File: src/rtl/corescore_stream_arb.sv
// Packet-level round-robin arbiter sharing one 8-bit AXI-Stream sink between N byte sources.
// Optional stalled-owner watchdog is compiled in with `define CORESCORE_ARB_WATCHDOG_EN.
module corescore_stream_arb #(
  parameter int N       = 4,
  parameter int TIMEOUT = 1024
) (
  input  logic           i_clk,
  input  logic           i_rst,
  input  logic [8*N-1:0] i_tdata,
  input  logic [N-1:0]   i_tlast,
  input  logic [N-1:0]   i_tvalid,
  output logic [N-1:0]   o_tready,
  output logic [7:0]     o_tdata,
  output logic           o_tlast,
  output logic           o_tvalid,
  input  logic           i_tready,
  output logic [N-1:0]   o_grant,
  output logic           o_abort
);

  localparam int LW = (N > 1) ? $clog2(N) : 1;
  localparam logic [0:0]   ST_IDLE   = 1'b0;
  localparam logic [0:0]   ST_LOCK   = 1'b1;
  localparam logic [N-1:0] GRANT_ONE = N'(1);

  logic [0:0]    state_q, state_d;
  logic [LW-1:0] last_q, last_d;
  logic [LW-1:0] owner_q, owner_d;
  logic [N-1:0]  grant_q, grant_d;
  logic          abort_q, abort_d;

  logic          lock;
  logic          owner_valid;
  logic          beat_end;
  logic          wd_fire;
  logic          sel_found;
  logic [LW-1:0] sel_idx;

  // A beat moves when o_tvalid and i_tready are both high on a rising edge; in LOCK
  // the owner's valid/ready/data/last pass straight through, so the owner's rules apply.
  assign lock        = (state_q == ST_LOCK);
  assign owner_valid = i_tvalid[owner_q];
  assign o_tvalid    = lock & owner_valid;
  assign o_tlast     = lock & i_tlast[owner_q];
  assign o_tdata     = lock ? i_tdata[{owner_q, 3'b000} +: 8] : 8'h00;
  assign o_tready    = lock ? (grant_q & {N{i_tready}}) : '0;
  assign o_grant     = grant_q;
  assign o_abort     = abort_q;
  assign beat_end    = o_tvalid & i_tready & o_tlast;

  // Search starts just after the last packet's owner and wraps through it.
  always_comb begin
    sel_found = 1'b0;
    sel_idx   = '0;
    for (int off = 1; off <= N; off++) begin
      if (!sel_found && i_tvalid[(int'(last_q) + off) % N]) begin
        sel_found = 1'b1;
        sel_idx   = LW'((int'(last_q) + off) % N);
      end
    end
  end

  always_comb begin
    state_d = state_q;
    last_d  = last_q;
    owner_d = owner_q;
    grant_d = grant_q;
    abort_d = 1'b0;
    case (state_q)
      ST_IDLE: begin
        if (sel_found) begin
          state_d = ST_LOCK;
          owner_d = sel_idx;
          grant_d = GRANT_ONE << sel_idx;
        end
      end
      ST_LOCK: begin
        if (beat_end || wd_fire) begin
          state_d = ST_IDLE;
          last_d  = owner_q;
          grant_d = '0;
          abort_d = wd_fire;
        end
      end
      default: begin
        state_d = ST_IDLE;
        grant_d = '0;
      end
    endcase
  end

  always_ff @(posedge i_clk) begin
    if (i_rst) begin
      state_q <= ST_IDLE;
      last_q  <= LW'(N - 1);
      owner_q <= '0;
      grant_q <= '0;
      abort_q <= 1'b0;
    end else begin
      state_q <= state_d;
      last_q  <= last_d;
      owner_q <= owner_d;
      grant_q <= grant_d;
      abort_q <= abort_d;
    end
  end

`ifdef CORESCORE_ARB_WATCHDOG_EN
  localparam int CW = $clog2(TIMEOUT + 1);

  logic [CW-1:0] wd_q, wd_d;

  // Fires on the cycle the idle count steps up to TIMEOUT-1, so o_abort shows on that edge.
  assign wd_fire = lock & ~owner_valid & (wd_q == CW'(TIMEOUT - 2));

  always_comb begin
    wd_d = wd_q + CW'(1);
    if (!lock || owner_valid || wd_fire) begin
      wd_d = '0;
    end
  end

  always_ff @(posedge i_clk) begin
    if (i_rst) begin
      wd_q <= '0;
    end else begin
      wd_q <= wd_d;
    end
  end
`else
  logic unused_timeout;

  assign unused_timeout = (TIMEOUT < 2);
  assign wd_fire        = 1'b0;
`endif

endmodule

File: config.mk
export PLATFORM = sky130hd
export DESIGN_NAME = corescore_stream_arb
export DESIGN_NICKNAME = d
export VERILOG_FILES = /design/src/rtl/corescore_stream_arb.sv
export SDC_FILE = /design/constraint.sdc
export NUM_CORES = 1
export LEC_CHECK = 0
export BUFFER_PORTS_ARGS = -buffer_cell sky130_fd_sc_hd__clkbuf_2
export CAP_MARGIN = 25
export CORE_MARGIN = 5
export CORE_UTILIZATION = 35
export CTS_BUF_LIST = sky130_fd_sc_hd__clkbuf_16
export CTS_CLUSTER_SIZE = 10
export DETAILED_ROUTE_END_ITERATION = 8
export HOLD_SLACK_MARGIN = 0.08
export PLACE_DENSITY = 0.82
export SYNTH_ARGS = -nofsm -noshare
export SYNTH_HDL_FRONTEND = slang
export SYNTH_SLANG_ARGS = --single-unit
File: constraint.sdc
create_clock -name i_clk -period 1.6 [get_ports i_clk]
set_clock_uncertainty 0.05 [all_clocks]
set_input_delay 0.16 -clock i_clk [delete_from_list [all_inputs] [get_ports i_clk]]
set_output_delay 0.16 -clock i_clk [all_outputs]
set_load 0.01 [all_outputs]
# Word level (Yosys, flattened, before mapping)
# Index checks and enable logic that the tools add are counted.
word_totals:
  regBits: 9
  inputBits: 43
  output_inout_bits: 19
  word_cells: 72
op_classes:
  n_addsub: 4
  n_lt_le_gt_ge: 5
  eq_ne: 2
  shifts: 2
  n_mux: 32
  bitwise: 10
  reduce_logical: 13
op_table:
  columns: ["cell", "n"]
  rows:
  - ["variable part select 32 x 6 -> 8 bit", 1]
  - ["< comparator 3 x 4 -> 1 bit, second input constant", 4]
  - ["2-to-1 mux 1 bit", 16]
  - ["binary-select mux 1 bit (select 2 bit)", 6]
  - ["2-to-1 mux 4 bit", 3]
  - ["2-to-1 mux 2 bit", 4]
  - ["2-to-1 mux 8 bit", 1]
  - ["one-hot mux 4 bit (2 select lines)", 1]
  - ["OR reduction 2 bit", 4]
  - ["AND reduction 2 bit", 3]
  - ["adder 2 x 1 -> 2 bit, second input constant", 2]
  - ["adder 2 bit, second input constant", 2]
  - ["AND 1 bit", 4]
  - ["AND 1 bit, first input constant", 4]
  - ["AND 4 bit", 1]
  - ["left shift 1 x 2 -> 4 bit, first input constant", 1]
  - ["logical AND 1 bit", 3]
  - ["zero test 1 bit", 3]
  - ["< comparator 2 x 3 -> 1 bit, second input constant", 1]
  - ["!= test 2 x 1 -> 1 bit, second input constant", 1]
  - ["!= test 2 bit, second input constant", 1]
  - ["one-hot mux 1 bit (2 select lines)", 1]
  - ["inverter 1 bit", 1]

# Logic depth before layout (Yosys ltp)
depth:
  ltp_word: 19
  mapped_depth: 5
  depth_no_buf: 4

# Least setup slack after synthesis
# OpenSTA, ideal clock, no wires.
synth_path:
  path_kind: "register to register"
  from: "reg owner_q[0]"
  to: "reg last_q[0]"
  setup_time_ps: 120
  arrival_ps: 1450
  required_ps: 1430
  slack_ps: -20
  stages_incl_launch_ff: 6
  n_path_buf: 1
  period_less_slack_ps: 1620
  path_cell_list: "dfxtp_1 > buf_6 > mux4_2 > nand4_4 > nor2_2 > a211o_1"
synth_between:
  elab_chain_len: 6
  elab_cells_between_ends: 9
  cone_classes: "mux (4); bitwise (4); reduce/logical (1)"
synth_lines:
  columns: ["item", "line_no", "source"]
  rows:
  - ["start: declaration", "28", "logic [LW-1:0] owner_q, owner_d;"]
  - ["start signal: assignment", "102", "owner_q <= owner_d;"]
  - ["binary-select mux 1 bit (select 2 bit)", "42", "assign owner_valid = i_tvalid[owner_q];"]
  - ["2-to-1 mux 1 bit (implied by the code)", "42", null]
  - ["AND 1 bit", "43", "assign o_tvalid = lock & owner_valid;"]
  - ["AND 1 bit (2 in series)", "49", "assign beat_end = o_tvalid & i_tready & o_tlast;"]
  - ["AND reduction 2 bit (no line)", null, null]
  - ["end signal: assignment", "95", "last_q <= LW'(N - 1);"]
  - ["end signal: assignment", "101", "last_q <= last_d;"]
  - ["end: declaration", "27", "logic [LW-1:0] last_q, last_d;"]
# Parallel ways exist; a longest one is shown, timed or not. The select of a mux whose other input is x is not followed.
# A chain may end at the register's enable or synchronous reset.

# Worst setup path after layout
layout_path:
  from: "reg owner_q[0]"
  to: "out o_tdata[3]"
layout_between:
  elab_chain_len: 2
layout_lines:
  columns: ["item", "line_no", "source"]
  rows:
  - ["variable part select 32 x 6 -> 8 bit", "45", "assign o_tdata = lock ? i_tdata[{owner_q, 3'b000} +: 8] : 8'h00;"]
  - ["2-to-1 mux 8 bit", "45", null]
  - ["end: declaration", "13", "output logic [7:0] o_tdata,"]
# Every way passes these cells.

==> flow_metrics.tcl <==
set metrics [dict create \
    outcome "finished with violations" \
    violations "negative setup slack" \
    fin_cells 174 \
    seq_area_frac_synth_pct 21.85 \
    p_sw_share_pct 26.88 \
    power.static_leakage_nw 0.6436 \
    first_pass_iters 4 \
    period_needed_ns 1.731 \
    ios 62 \
    syn_to_final_growth_pct 60.39 \
    coreArea_mm2 0.002233 \
    p_seq_share_pct 24.9 \
    timing.final.ws_setup_ns -0.1310 \
    synth_area_leaders "mux4_1 (29%), dfxtp_1 (22%), and2_1 (7.6%)" \
    pwr-share-clk_pct 42.0 \
    yosys_register_bits 9 \
    clock.fmax_ghz 0.5777 \
    cell_internal_pwr_mw 0.7744 \
    grt_use_total_pct 16.92 \
    multi_input_area_um2 603.1 \
    wl_per_cell_um 15.57 \
    synth.top_cell.area_share_pct 28.68 \
    final_max_slew_viol_count 0 \
    rows 17 \
    hold_buffers 0 \
    critPathRequiredTime_ns 1.39 \
    drt_wl_total_mm 2.710 \
    finalSetupViolations 17 \
    grt_pass1_wl_mm 4.402 \
    maxCapViolCount 0 \
    root_buffer "clkbuf_16" \
    grt_max_degree 15 \
    syn_area_per_cell_um2 10.57 \
    p_switching_mw 0.2846 \
    ctsLongestPathBuffers 2 \
    seqCellArea_um2 183.9 \
    most-common-layout-cells "clkbuf_2 (58), mux4_2 (10), dfxtp_1 (8)" \
    vdd_ir_drop_max_uv 616.2 \
    dpl.hpwl_mm 2.050 \
    post-route-period-util_pct 108.2 \
    holdPathStages 2 \
    finalPower_mw 1.059 \
    clkTransAtPathRegs_ns 0.04 \
    tritoncts "built" \
    clkLatencyLatePin_ns 0.24 \
    die_height_um 58.54 \
    start_util_pct 36.92 \
    hold_ws_ns 0.2416 \
    antenna_found_initial 0 \
    reg2reg_slack_ns -0.09 \
    synthCells 78 \
    htreeDepth 1 \
    numPortBuffers 60 \
    diodes 0 \
    n_fill_cell 209 \
    drt_iter0_markers 41 \
    crit_path_start_kind "register" \
    drive_gt1_share_pct 64.38 \
    dpl.cell_count 166 \
    cts_buffers 3 \
    crit_fanout 7 \
    die-area_mm2 0.003426 \
    reg2regPathDepth 7 \
    grt_remaining_overflow 0 \
    hold_path.class "primary input to register" \
    die_width_um 58.54 \
    grt_pass1_vias 940 \
    antenna_left 0 \
    synthesis.area_um2 824.5 \
    vias_per_cell 5.218 \
    ys_types 30 \
    postLayoutCoreUtil_pct 59.22 \
    final_hold_viol_count 0 \
    fin_nets 190 \
    route.detailed.drc 0 \
    syn_nets 121 \
    critPathKind "register to output port" \
    synth_area_leader_cell "mux4_1" \
    endpoint_kind "output port" \
    mostFrequentLayoutCell "clkbuf_2" \
    rsz0062_at_grt "yes" \
    p_per_area_mw_per_mm2 800.8 \
    place_congestion 0.8299 \
    power_frac_comb_pct 33.2 \
    arrival_ns 1.52 \
    clock-sinks 9 \
    vias 908 \
    yosys_warnings 0 \
]
## layer usage
metal | global-route usage (%) | wire, um
met5 | 0 | 0
met4 | 6.954 | 41
met3 | 2.851 | 323
met2 | 27.75 | 1214
met1 | 21.88 | 1131
## worst max-delay path: stages, from the launching register on
cell     delay (ns)
dfxtp_4        0.37
buf_8          0.14
mux4_2         0.50
and2_4         0.16
buf_6          0.11
## power groups by stage
stage               logic, mW  registers (mW)  clock network [mW]
finish                  0.351           0.263               0.444
detailed placement      0.284           0.266                   0
CTS                     0.335           0.263               0.449
floorplan               0.171           0.262                   0
global placement        0.279           0.265                   0
global route            0.384           0.267               0.463
## registers in the layout, summed over array words and instances, names as in the netlist
| name | flops |
|---|---|
| last_q | 2 |
| lock | 1 |
| o_grant | 4 |
| owner_q | 2 |
## timing repair
item	CTS	global route
resized for setup	21	9
endpoints found under the setup margin	17	17
gates cloned	0	0
buffers inserted	4	0
pin swaps	11	1
## layout make-up
type	count	share of cell area [%]
multi-input combinational	61	45.60
timing repair buffer	70	31.31
sequential	9	13.91
clock buffer	3	5.676
tap	28	2.649
inverter	2	0.5676
clock inverter	1	0.2838
## Yosys cell counts
cell	instances
conb_1	1
nor2_1	3
buf_6	1
nand4b_1	4
nand4_4	1
and3_1	4
dfxtp_1	9
nand2_1	3
mux4_2	1
inv_1	2
buf_4	1
a221o_1	1
o21a_1	1
and2_1	10
mux4_1	9
clkbuf_1	3
o22a_1	1
nand2b_1	3
a21oi_1	5
o211ai_1	1
and2_2	1
clkbuf_2	1
nor3_1	2
a21o_1	1
nor2_2	1
a211oi_1	1
nand3b_1	1
a211o_1	1
o21ai_0	1
o41ai_1	4
## logic make-up after synthesis
logic type      after synthesis  share of synthesized area, %
simple gates                 33                         26.25
compound gates               17                         14.87
other cells                   1                        0.4548
flops                         9                         21.85
buf+inv                       8                         5.159
mux                          10                         31.41
## stage by stage
stage / setup TNS, ns / setup slack [ns] / cell area, um2
finish: -1.465 / -0.1310 / 1323
global route: -2.490 / -0.1903 / 1323
CTS: -1.561 / -0.1287 / 1301
detailed placement: -0.9597 / -0.09176 / 1170
global placement: -0.3904 / -0.03921 / 1170
floorplan: 0 / 0.01229 / 824.5
## path summary, 6_finish.rpt
check / start / endpoint
setup / recovery: owner_q[0] / o_tdata[3]
hold / removal: i_rst / lock
setup reg to reg: owner_q[0] / o_grant[1]
hold reg to reg: o_grant[0] / o_grant[0]
(Power assumes the default switching activity.)
